<file path="src/rtl/router_pkg.sv">
// rtl/router_pkg.sv - shared types, header field positions and parity helper for the router receive port
package router_pkg;

    localparam int LEN_MSB  = 7;
    localparam int LEN_LSB  = 2;
    localparam int ADDR_MSB = 1;
    localparam int LEN_W    = LEN_MSB - LEN_LSB + 1;

    typedef enum logic [1:0] {
        IDLE,
        HDR,
        PLD,
        PAR
    } state_t;

    typedef struct packed {
        logic [7:0] data;
        logic       sop;
        logic       eop;
    } beat_t;

    function automatic logic [7:0] parity_next(input logic [7:0] acc, input logic [7:0] b);
        return acc ^ b;
    endfunction

endpackage

</file>
<file path="src/rtl/router_rx_skid.sv">
// rtl/router_rx_skid.sv - two-entry valid/ready payload buffer with occupancy output
module router_rx_skid
    import router_pkg::*;
(
    input  logic       clock,
    input  logic       reset,
    input  logic       push,
    input  beat_t      push_beat,
    input  logic       ready,
    output beat_t      beat,
    output logic       valid,
    output logic [1:0] count
);

    beat_t mem [2];
    logic  wr_ptr;
    logic  rd_ptr;
    logic  pop;

    assign valid = (count != 2'd0);
    assign pop   = valid && ready;
    // Head entry is only written when it is not the read slot, so it holds while stalled.
    assign beat  = valid ? mem[rd_ptr] : '0;

    always_ff @(posedge clock) begin
        if (reset) begin
            wr_ptr <= 1'b0;
            rd_ptr <= 1'b0;
            count  <= 2'd0;
            mem[0] <= '0;
            mem[1] <= '0;
        end else begin
            if (push) begin
                mem[wr_ptr] <= push_beat;
                wr_ptr      <= ~wr_ptr;
            end
            if (pop) begin
                rd_ptr <= ~rd_ptr;
            end
            case ({push, pop})
                2'b10:   count <= count + 2'd1;
                2'b01:   count <= count - 2'd1;
                default: count <= count;
            endcase
        end
    end

endmodule

</file>
<file path="src/rtl/router_rx_port.sv">
// rtl/router_rx_port.sv - drains one router output port, strips header/parity and streams payload
module router_rx_port
    import router_pkg::*;
#(
    parameter logic [1:0] ADDR    = 2'd0,
    parameter int         TIMEOUT = 16,
    parameter int         CNT_W   = 16
) (
    input  logic             clock,
    input  logic             reset,
    input  logic             vld_in,
    input  logic [7:0]       data_in,
    output logic             read_enb,
    output logic [7:0]       m_data,
    output logic             m_valid,
    input  logic             m_ready,
    output logic             m_sop,
    output logic             m_eop,
    output logic             pkt_done,
    output logic             parity_err,
    output logic             addr_err,
    output logic [5:0]       pkt_len,
    output logic             pkt_abort,
    output logic [CNT_W-1:0] pkt_cnt,
    output logic [CNT_W-1:0] err_cnt
);

    localparam int TMO_W = $clog2(TIMEOUT + 1);

    state_t           state, state_nxt;
    logic             in_flight;
    logic [7:0]       acc;
    logic [LEN_W-1:0] rem, reads_left, hdr_len;
    logic [1:0]       hdr_addr;
    logic             first;
    beat_t            staged, skid_out;
    logic             staged_vld;
    logic [TMO_W-1:0] tmo_cnt;
    logic             push;
    logic [1:0]       skid_count;
    logic [2:0]       occupancy;
    logic             cap_pld, tmo_run, abort, done_evt, good_evt, bad_evt;

    // The newest payload byte waits in `staged` so an abort can still tag it EOP.
    assign occupancy = {1'b0, skid_count} + {2'b00, staged_vld} + {2'b00, in_flight};
    assign cap_pld   = in_flight && (state == PLD);
    assign tmo_run   = (state != IDLE) && !vld_in && !in_flight;
    assign abort     = tmo_run && (tmo_cnt == TMO_W'(TIMEOUT - 1));
    assign push      = staged_vld && (cap_pld || state != PLD || staged.eop);
    assign good_evt  = done_evt && (data_in == acc) && (hdr_addr == ADDR);
    assign bad_evt   = (done_evt && !good_evt) || abort;

    always_comb begin
        state_nxt = state;
        read_enb  = 1'b0;
        done_evt  = 1'b0;
        case (state)
            IDLE: begin
                if (vld_in && !in_flight) begin
                    read_enb  = 1'b1;
                    state_nxt = HDR;
                end
            end
            HDR: begin
                if (in_flight) begin
                    state_nxt = (data_in[LEN_MSB:LEN_LSB] == '0) ? PAR : PLD;
                end
            end
            PLD: begin
                read_enb = vld_in && (reads_left != '0) && (occupancy < 3'd2);
                if (in_flight && rem == LEN_W'(1)) begin
                    state_nxt = PAR;
                end
            end
            PAR: begin
                read_enb = vld_in && !in_flight;
                if (in_flight) begin
                    done_evt  = 1'b1;
                    state_nxt = IDLE;
                end
            end
        endcase
        if (abort) begin
            state_nxt = IDLE;
            read_enb  = 1'b0;
        end
    end

    always_ff @(posedge clock) begin
        if (reset) begin
            state      <= IDLE;
            in_flight  <= 1'b0;
            acc        <= 8'h00;
            rem        <= '0;
            reads_left <= '0;
            hdr_len    <= '0;
            hdr_addr   <= 2'b00;
            first      <= 1'b0;
            staged     <= '0;
            staged_vld <= 1'b0;
            tmo_cnt    <= '0;
            pkt_done   <= 1'b0;
            parity_err <= 1'b0;
            addr_err   <= 1'b0;
            pkt_len    <= 6'd0;
            pkt_abort  <= 1'b0;
            pkt_cnt    <= '0;
            err_cnt    <= '0;
        end else begin
            state      <= state_nxt;
            in_flight  <= read_enb;
            pkt_done   <= done_evt;
            parity_err <= done_evt && (data_in != acc);
            addr_err   <= done_evt && (hdr_addr != ADDR);
            pkt_abort  <= abort;
            if (done_evt) begin
                pkt_len <= hdr_len;
            end
            if (in_flight || state == IDLE) begin
                tmo_cnt <= '0;
            end else if (tmo_run) begin
                tmo_cnt <= tmo_cnt + TMO_W'(1);
            end
            if (state == HDR && in_flight) begin
                hdr_len    <= data_in[LEN_MSB:LEN_LSB];
                hdr_addr   <= data_in[ADDR_MSB:0];
                acc        <= data_in;
                rem        <= data_in[LEN_MSB:LEN_LSB];
                reads_left <= data_in[LEN_MSB:LEN_LSB];
                first      <= 1'b1;
            end
            if (state == PLD && read_enb) begin
                reads_left <= reads_left - LEN_W'(1);
            end
            if (push) begin
                staged_vld <= 1'b0;
            end
            if (cap_pld) begin
                acc        <= parity_next(acc, data_in);
                rem        <= rem - LEN_W'(1);
                first      <= 1'b0;
                staged     <= beat_t'{data: data_in, sop: first, eop: (rem == LEN_W'(1))};
                staged_vld <= 1'b1;
            end else if (abort && staged_vld) begin
                staged.eop <= 1'b1;
            end
            if (good_evt && pkt_cnt != {CNT_W{1'b1}}) begin
                pkt_cnt <= pkt_cnt + CNT_W'(1);
            end
            if (bad_evt && err_cnt != {CNT_W{1'b1}}) begin
                err_cnt <= err_cnt + CNT_W'(1);
            end
        end
    end

    router_rx_skid u_skid (
        .clock     (clock),
        .reset     (reset),
        .push      (push),
        .push_beat (staged),
        .ready     (m_ready),
        .beat      (skid_out),
        .valid     (m_valid),
        .count     (skid_count)
    );

    assign m_data = skid_out.data;
    assign m_sop  = skid_out.sop;
    assign m_eop  = skid_out.eop;

endmodule

</file>
<file path="config.mk">
export PLATFORM = sky130hd
export DESIGN_NAME = router_rx_port
export DESIGN_NICKNAME = d
export VERILOG_FILES = /design/src/rtl/router_pkg.sv /design/src/rtl/router_rx_skid.sv /design/src/rtl/router_rx_port.sv
export SDC_FILE = /design/constraint.sdc
export NUM_CORES = 1
export LEC_CHECK = 0
export BUFFER_PORTS_ARGS = -buffer_cell sky130_fd_sc_hd__clkbuf_2
export CAP_MARGIN = 40
export CORE_MARGIN = 1.5
export CORE_UTILIZATION = 53
export CTS_CLUSTER_SIZE = 20
export DETAILED_ROUTE_END_ITERATION = 6
export PLACE_DENSITY = 0.76
export RECOVER_POWER = 50
export SLEW_MARGIN = 40
export SYNTH_ARGS = -nofsm -noshare
export SYNTH_HDL_FRONTEND = slang
export SYNTH_HIERARCHICAL = 1
export SYNTH_SLANG_ARGS = --single-unit
</file>
<file path="constraint.sdc">
create_clock -name clock -period 2.15 [get_ports clock]
set_input_delay 0.1075 -clock clock [delete_from_list [all_inputs] [get_ports clock]]
set_output_delay 0.1075 -clock clock [all_outputs]
set_load 0.005 [all_outputs]
</file>
-- Word level (Yosys, flattened, before mapping)
Memory sizes are Yosys's and may differ from the RTL's. A register that Yosys moved wholly into a read port is not among the register bits.
Cells that the tools add are included.
- register bits: 94
- bits in writable memories: 20
- logic and storage cells: 129
- memories kept: 1
- add/subtract/negate cells: 9
- magnitude comparators: 1
- equal/unequal tests: 16
- mux-type cells: 32
- bitwise operators: 3
- reductions and logical operators: 44
- memory list (memory ; words ; bits a word ; read ports ; clocked after Yosys merged registers in ; wr ports ; RTL line ; RTL):
    u_skid.mem ; 2 ; 10 ; 1 ; 1 ; 2 ; router_rx_skid.sv:15 ; beat_t mem [2];
- operator list (cell ; count):
    16-bit by 1-bit adder with 16-bit output, second input constant ; 2
    16-bit inequality test, second input constant ; 2
    1-bit logical AND ; 20
    10-bit two-way mux ; 2
    1-bit two-way mux ; 18
    6-bit two-way mux ; 3
    8-bit two-way mux ; 2
    2-bit nonzero test ; 8
    6-bit by 1-bit subtractor with 6-bit output, second input constant ; 2
    10-bit OR reduction ; 1
    8-bit equality test ; 1
    2-bit two-way mux ; 4
    2-bit inequality test, second input constant ; 4
    8-bit inequality test ; 1
    2-bit case mux with 4 select lines ; 1
    8-bit bitwise XOR ; 1
    2-bit equality test, second input constant ; 3
    6-bit by 1-bit equality test with 1-bit output, second input constant ; 1
    6-bit logical NOT ; 1
    6-bit nonzero test ; 1
    2-bit OR reduction ; 3
    5-bit by 1-bit adder with 5-bit output, second input constant ; 1
    5-bit by 4-bit equality test with 1-bit output, second input constant ; 1
    2-bit by 1-bit equality test with 1-bit output, second input constant ; 2
    13 further kinds ; 20

-- Longest topological paths before layout
- depth after elaboration: 10
- mapped depth: 10
- mapped depth without buffers: 9

-- By module
Netlist, hierarchy kept.
- by module, submodules not included (module ; instances ; cells an instance ; area an instance (um^2)):
    router_rx_port ; 1 ; 543 ; 4500.6
    router_rx_skid ; 1 ; 101 ; 1113.6

-- Least setup slack after synthesis
No wires, ideal clock.
- kind: register to register
- from: reg state[0]
- to: reg err_cnt[8]
- library setup time: 0.121 ns
- arrival time: 2.211 ns
- path slack: -0.182 ns
- stages on the path, launching flop included: 9
- path buffers: 1
- clock period less this slack: 2.332 ns
- cells stage by stage: dfxtp_1 -> inv_1 -> ha_1 -> nor4b_4 -> nor3_1 -> and3_2 -> buf_2 -> nor4b_1 -> mux2_2
- word-level cells in the longest chain between the ends: 8
- RTL lines (item ; RTL line ; RTL):
    from (decl) ; router_rx_port.sv:30 ; state_t state, state_nxt;
    from (signal assigned) ; router_rx_port.sv:110 ; state <= state_nxt;
    2-bit equality test ; router_rx_port.sv:57 ; case (state)
    1-bit two-way mux ; router_rx_port.sv:57 ;
    1-bit logical AND (2 in series) ; router_rx_port.sv:50 ; assign good_evt = done_evt && (data_in == acc) && (hdr_addr == ADDR);
    1-bit logical NOT ; router_rx_port.sv:51 ; assign bad_evt = (done_evt && !good_evt) || abort;
    1-bit logical AND ; router_rx_port.sv:51 ;
    1-bit logical OR (*) ; router_rx_port.sv:51 ;
    1-bit logical AND (*) ; router_rx_port.sv:150 ; if (bad_evt && err_cnt != {CNT_W{1'b1}}) begin
    to (signal assigned) ; router_rx_port.sv:151 ; err_cnt <= err_cnt + CNT_W'(1);
    to (decl) ; router_rx_port.sv:25 ; output logic [CNT_W-1:0] err_cnt
Every way passes the cells marked *; elsewhere a longest branch is shown, timed or not.
A chain may end at the register's enable or synchronous reset.

-- Final worst setup path
- from: reg tmo_cnt[1]
- to: reg err_cnt[15]
- word-level cells in the longest chain between the ends: 4
- RTL lines (item ; RTL line ; RTL):
    from (decl) ; router_rx_port.sv:38 ; logic [TMO_W-1:0] tmo_cnt;
    from (signal assigned) ; router_rx_port.sv:122 ; tmo_cnt <= tmo_cnt + TMO_W'(1);
    5-bit by 4-bit equality test with 1-bit output ; router_rx_port.sv:48 ; assign abort = tmo_run && (tmo_cnt == TMO_W'(TIMEOUT - 1));
    1-bit logical AND ; router_rx_port.sv:48 ;
    1-bit logical OR ; router_rx_port.sv:51 ;
    1-bit logical AND ; router_rx_port.sv:150 ;
Every way passes these cells.

==> flow_summary.json <==
{
  "grt_first_pass_wirelength_um": 23200,
  "hold_path_end": "err_cnt[5]",
  "fp.dieArea_mm2": 0.01122,
  "die_w_um": 105.9,
  "globalplace.congestion": 0.8597,
  "max_cap_violations": 0,
  "worst_setup_path_end_kind": "flip-flop",
  "growth_of_design_area_from_synthesis_to_finish_pct": 28.93,
  "fillCellCount": 776,
  "synth.ff_latch_count": 115,
  "rsz_0062_raised_after_global_routing": "yes",
  "synth_async_sr_flop_share_pct": 0,
  "synth_sequential_area_ratio_pct": 44.57,
  "result_of_the_run": "complete, but fails checks",
  "syn_area_per_cell_um2": 8.718,
  "cts.htree.levels": 4,
  "rows": 37,
  "antenna_cells": 0,
  "synth.yosys.warnings": 6,
  "required_ns": 2.60,
  "total_leakage_power_uw": 0.002630,
  "clkSinkCount": 115,
  "pin_count": 66,
  "grt_util_all_layers_pct": 26.19,
  "drt_first_pass_iters": 5,
  "grt_max_degree": 67,
  "final.setup_skew_ns": 0.01448,
  "reg2reg_from": "tmo_cnt[1]",
  "timing.fmax_mhz": 425.9,
  "clkSlewWorstSetupHoldPaths_ns": 0.07,
  "ys_dominant_reg_cell": "sky130_fd_sc_hd__dfxtp_1",
  "hp-class": "input port to flip-flop",
  "detail_route.vias_per_cell": 5.892,
  "grt_overflow_total": 0,
  "tritoncts": "done",
  "sequential_cell_area_mm2": 0.002506,
  "critical_path_class": "flip-flop to flip-flop",
  "grt_antenna_before_repair": 0,
  "clk_root_buffer_cell": "sky130_fd_sc_hd__clkbuf_8",
  "vias_in_the_first_global_route": 4922,
  "largest_driver_fanout_on_the_critical_path": 6,
  "setup_total_negative_slack_ns": -3.159,
  "via_count": 5344,
  "hp-start": "reset",
  "buffer_ports.inserted": 65,
  "synth.lib_cells_used.distinct": 61,
  "slew-limit-headroom_pct": 55.85,
  "drt_wl_total_um": 15160,
  "proportion_of_layout_cells_with_a_drive_suffix_above_1_pct": 23.35,
  "r2r-end": "err_cnt[15]",
  "route.detailed.wl_per_inst_um": 16.72,
  "drt_iter0_drc": 430,
  "timing.final.crit_period_ns": 2.348,
  "cts-buffers-inserted": 17,
  "tightest_slew_ns": 0.6598,
  "core_area_mm2": 0.01032,
  "final_util_pct": 70.11,
  "die_height_um": 105.9,
  "hold_violations_final": 0,
  "syn_area_mm2": 0.005614,
  "synth_edf_count": 20,
  "multi_input_comb_area_mm2": 0.003142,
  "clkLatencyLatePin_ns": 0.52,
  "min_delay_path_depth": 3,
  "start_util_pct": 54.38,
  "ant_nets": 0,
  "critical_path.startpoint_type": "flip-flop",
  "violations": "setup timing",
  "maximum_number_of_buffers_from_clock_root_to_sink": 2,
  "total_count_of_max_transition_violations_in_the_final_report": 0,
  "cp_data_arrival_time_ns": 2.80,
  "drc_violation_count_after_routing": 0,
  "ir_drop_v": 0.0006095,
  "power.density_mw_per_mm2": 845.2,
  "min_period_over_period_pct": 109.2,
  "ff2ff_setup_slack_ns": -0.20,
  "reg2regPathDepth": 10,
  "timing.final.setup_violations": 27,
  "syn_inst": 644,
  "setup_ws_ns": -0.1982,
  "final_net_count": 784,
  "dpl.hpwl_um": 9423,
  "syn_nets": 670
}
worst max-delay path, cell delays in order (launching register included):
cell	delay, ns
sky130_fd_sc_hd__dfxtp_2	0.35
sky130_fd_sc_hd__ha_4	0.13
sky130_fd_sc_hd__and3_4	0.19
sky130_fd_sc_hd__ha_4	0.13
sky130_fd_sc_hd__buf_4	0.10
sky130_fd_sc_hd__buf_6	0.07
sky130_fd_sc_hd__nor4b_4	0.32
sky130_fd_sc_hd__nor3_4	0.11
sky130_fd_sc_hd__and3_4	0.20
sky130_fd_sc_hd__or4_1	0.53
sky130_fd_sc_hd__a21oi_1	0.15
power by group:
group	leakage, uW	switching, uW	internal, uW	total, uW
Combinational	0.00139	671	458	1130
Clock	0.000262	1060	1530	2590
Sequential	0.000974	95.7	2300	2400
layout by cell type, fill, tap and decap left out, types with 12 or more instances in the layout:
cell type and n:
sky130_fd_sc_hd__edfxtp_1 20, sky130_fd_sc_hd__dfxtp_1 92, sky130_fd_sc_hd__o31ai_1 15, sky130_fd_sc_hd__nor3_1 17
sky130_fd_sc_hd__clkbuf_1 22, sky130_fd_sc_hd__clkbuf_16 16, sky130_fd_sc_hd__nand3_1 15, sky130_fd_sc_hd__nand2b_1 16
sky130_fd_sc_hd__buf_4 40, sky130_fd_sc_hd__o21ai_0 15, sky130_fd_sc_hd__inv_1 19, sky130_fd_sc_hd__nand2_1 82
sky130_fd_sc_hd__clkbuf_2 50, sky130_fd_sc_hd__a21oi_1 62, sky130_fd_sc_hd__mux2i_1 14, sky130_fd_sc_hd__ha_1 12
sky130_fd_sc_hd__nor2_1 62, sky130_fd_sc_hd__or4_1 15
layer usage:
metal  vias to the layer above  GRT usage, %  share of wire [%]
met1                      2524         30.57                 41
met4                         0         11.78                2.1
met5                         -             0                  0
met2                       216         45.64                 51
met3                        40         6.193                6.0
li1                       2564             -                  -
how the worst max path moves through the flow:
stage,from,endpoint,slack [ns],cells after the start
finish,tmo_cnt[1],err_cnt[15],-0.20,10
global route,tmo_cnt[1],err_cnt[11],-0.28,8
CTS,tmo_cnt[1],err_cnt[9],-0.22,8
detailed placement,tmo_cnt[1],err_cnt[9],-0.25,8
global placement,tmo_cnt[1],err_cnt[9],-0.22,8
floorplan,tmo_cnt[1],err_cnt[9],-0.13,8
metrics by stage:
step | cell area, um^2 | instances | hold WS, ns | power [uW] | worst slack [ns]
CTS | 7131 | 903 | 0.004266 | 6069 | -0.2174
global route | 7238 | 907 | 0.01205 | 6344 | -0.2786
floorplan | 5670 | 644 | 0.2435 | 3101 | -0.1305
finish | 7238 | 907 | 0.01658 | 6118 | -0.1982
detailed placement | 6360 | 854 | 0.4486 | 3449 | -0.2509
global placement | 6360 | 854 | 0.4355 | 3398 | -0.2234
cells by family after synthesis:
group / Yosys count / share of synthesized area, %
adder cells (fa/ha/maj): 14 / 3.120
AO/OA/AOI/OAI: 137 / 14.98
AND/OR/NAND/NOR: 287 / 26.74
multiplexers: 22 / 4.101
buffers and inverters: 55 / 4.168
flip-flops: 115 / 44.57
XOR/XNOR: 14 / 2.318
registers in the layout, indices dropped and copies added, names as in the netlist, named ones only:
signal	cells
state	2
u_skid/rd_ptr	1
u_skid/mem	20
staged_vld	1
hdr_addr	2
first	1
u_skid/count	2
err_cnt	16
hdr_len	6
u_skid/wr_ptr	1
tmo_cnt	5
pkt_abort	1
pkt_cnt	16
acc	8
pkt_len	6
in_flight	1
pkt_done	1
addr_err	1
reads_left	6
rem	6
staged	10
parity_err	1
cell type report:
type,instances,area share [%]
multi-input cells,477,43.41
flip-flops and latches,115,34.62
repair buffers,128,11.08
clock buffers,17,5.722
well taps,136,2.351
clock inverters,15,1.832
inverters,19,0.9853
cells in the mapped netlist, types with 2 or more instances:
cell | count | area share, %
sky130_fd_sc_hd__or3_1 | 8 | 0.89
sky130_fd_sc_hd__buf_2 | 7 | 0.62
sky130_fd_sc_hd__buf_6 | 2 | 0.40
sky130_fd_sc_hd__and2_1 | 7 | 0.78
sky130_fd_sc_hd__edfxtp_1 | 20 | 11
sky130_fd_sc_hd__o21ai_0 | 15 | 1.3
sky130_fd_sc_hd__nand4b_1 | 3 | 0.47
sky130_fd_sc_hd__nand2_1 | 83 | 5.5
sky130_fd_sc_hd__or4_1 | 15 | 2.0
sky130_fd_sc_hd__o22ai_1 | 9 | 1.0
sky130_fd_sc_hd__nand3_1 | 16 | 1.4
sky130_fd_sc_hd__nand4_1 | 11 | 1.2
sky130_fd_sc_hd__dfxtp_1 | 95 | 34
sky130_fd_sc_hd__o31ai_1 | 16 | 2.1
sky130_fd_sc_hd__o31a_1 | 3 | 0.47
sky130_fd_sc_hd__ha_1 | 14 | 3.1
sky130_fd_sc_hd__and3_1 | 6 | 0.67
sky130_fd_sc_hd__mux2i_1 | 14 | 2.5
sky130_fd_sc_hd__nor4_1 | 7 | 0.78
sky130_fd_sc_hd__xnor2_1 | 2 | 0.31
sky130_fd_sc_hd__or3b_2 | 3 | 0.47
sky130_fd_sc_hd__clkbuf_1 | 22 | 1.5
sky130_fd_sc_hd__buf_1 | 4 | 0.27
sky130_fd_sc_hd__and4_1 | 3 | 0.47
sky130_fd_sc_hd__xor2_1 | 11 | 1.7
sky130_fd_sc_hd__mux2_2 | 7 | 1.4
sky130_fd_sc_hd__nor2b_1 | 10 | 1.1
sky130_fd_sc_hd__o211ai_1 | 2 | 0.27
sky130_fd_sc_hd__nand2b_1 | 16 | 1.8
sky130_fd_sc_hd__nor4_4 | 2 | 0.76
sky130_fd_sc_hd__a21oi_1 | 63 | 5.6
sky130_fd_sc_hd__a211oi_1 | 9 | 1.2
sky130_fd_sc_hd__nor3_1 | 18 | 1.6
sky130_fd_sc_hd__nor2_1 | 67 | 4.5
sky130_fd_sc_hd__inv_1 | 19 | 1.3
sky130_fd_sc_hd__a31oi_1 | 2 | 0.22
sky130_fd_sc_hd__o21a_1 | 7 | 0.94
sky130_fd_sc_hd__nor4b_1 | 2 | 0.31
sky130_fd_sc_hd__nor3b_1 | 2 | 0.27
repair_timing:
item	4_1_cts	5_1_grt
hold endpoints to repair	14	0
endpoints found under the setup margin	18	35
resized for setup	19	32
gates cloned	2	1
pin swaps	21	10
setup buffers	8	4
hold buffers	7	0
No activity file was read; power rests on OpenSTA's default activity.
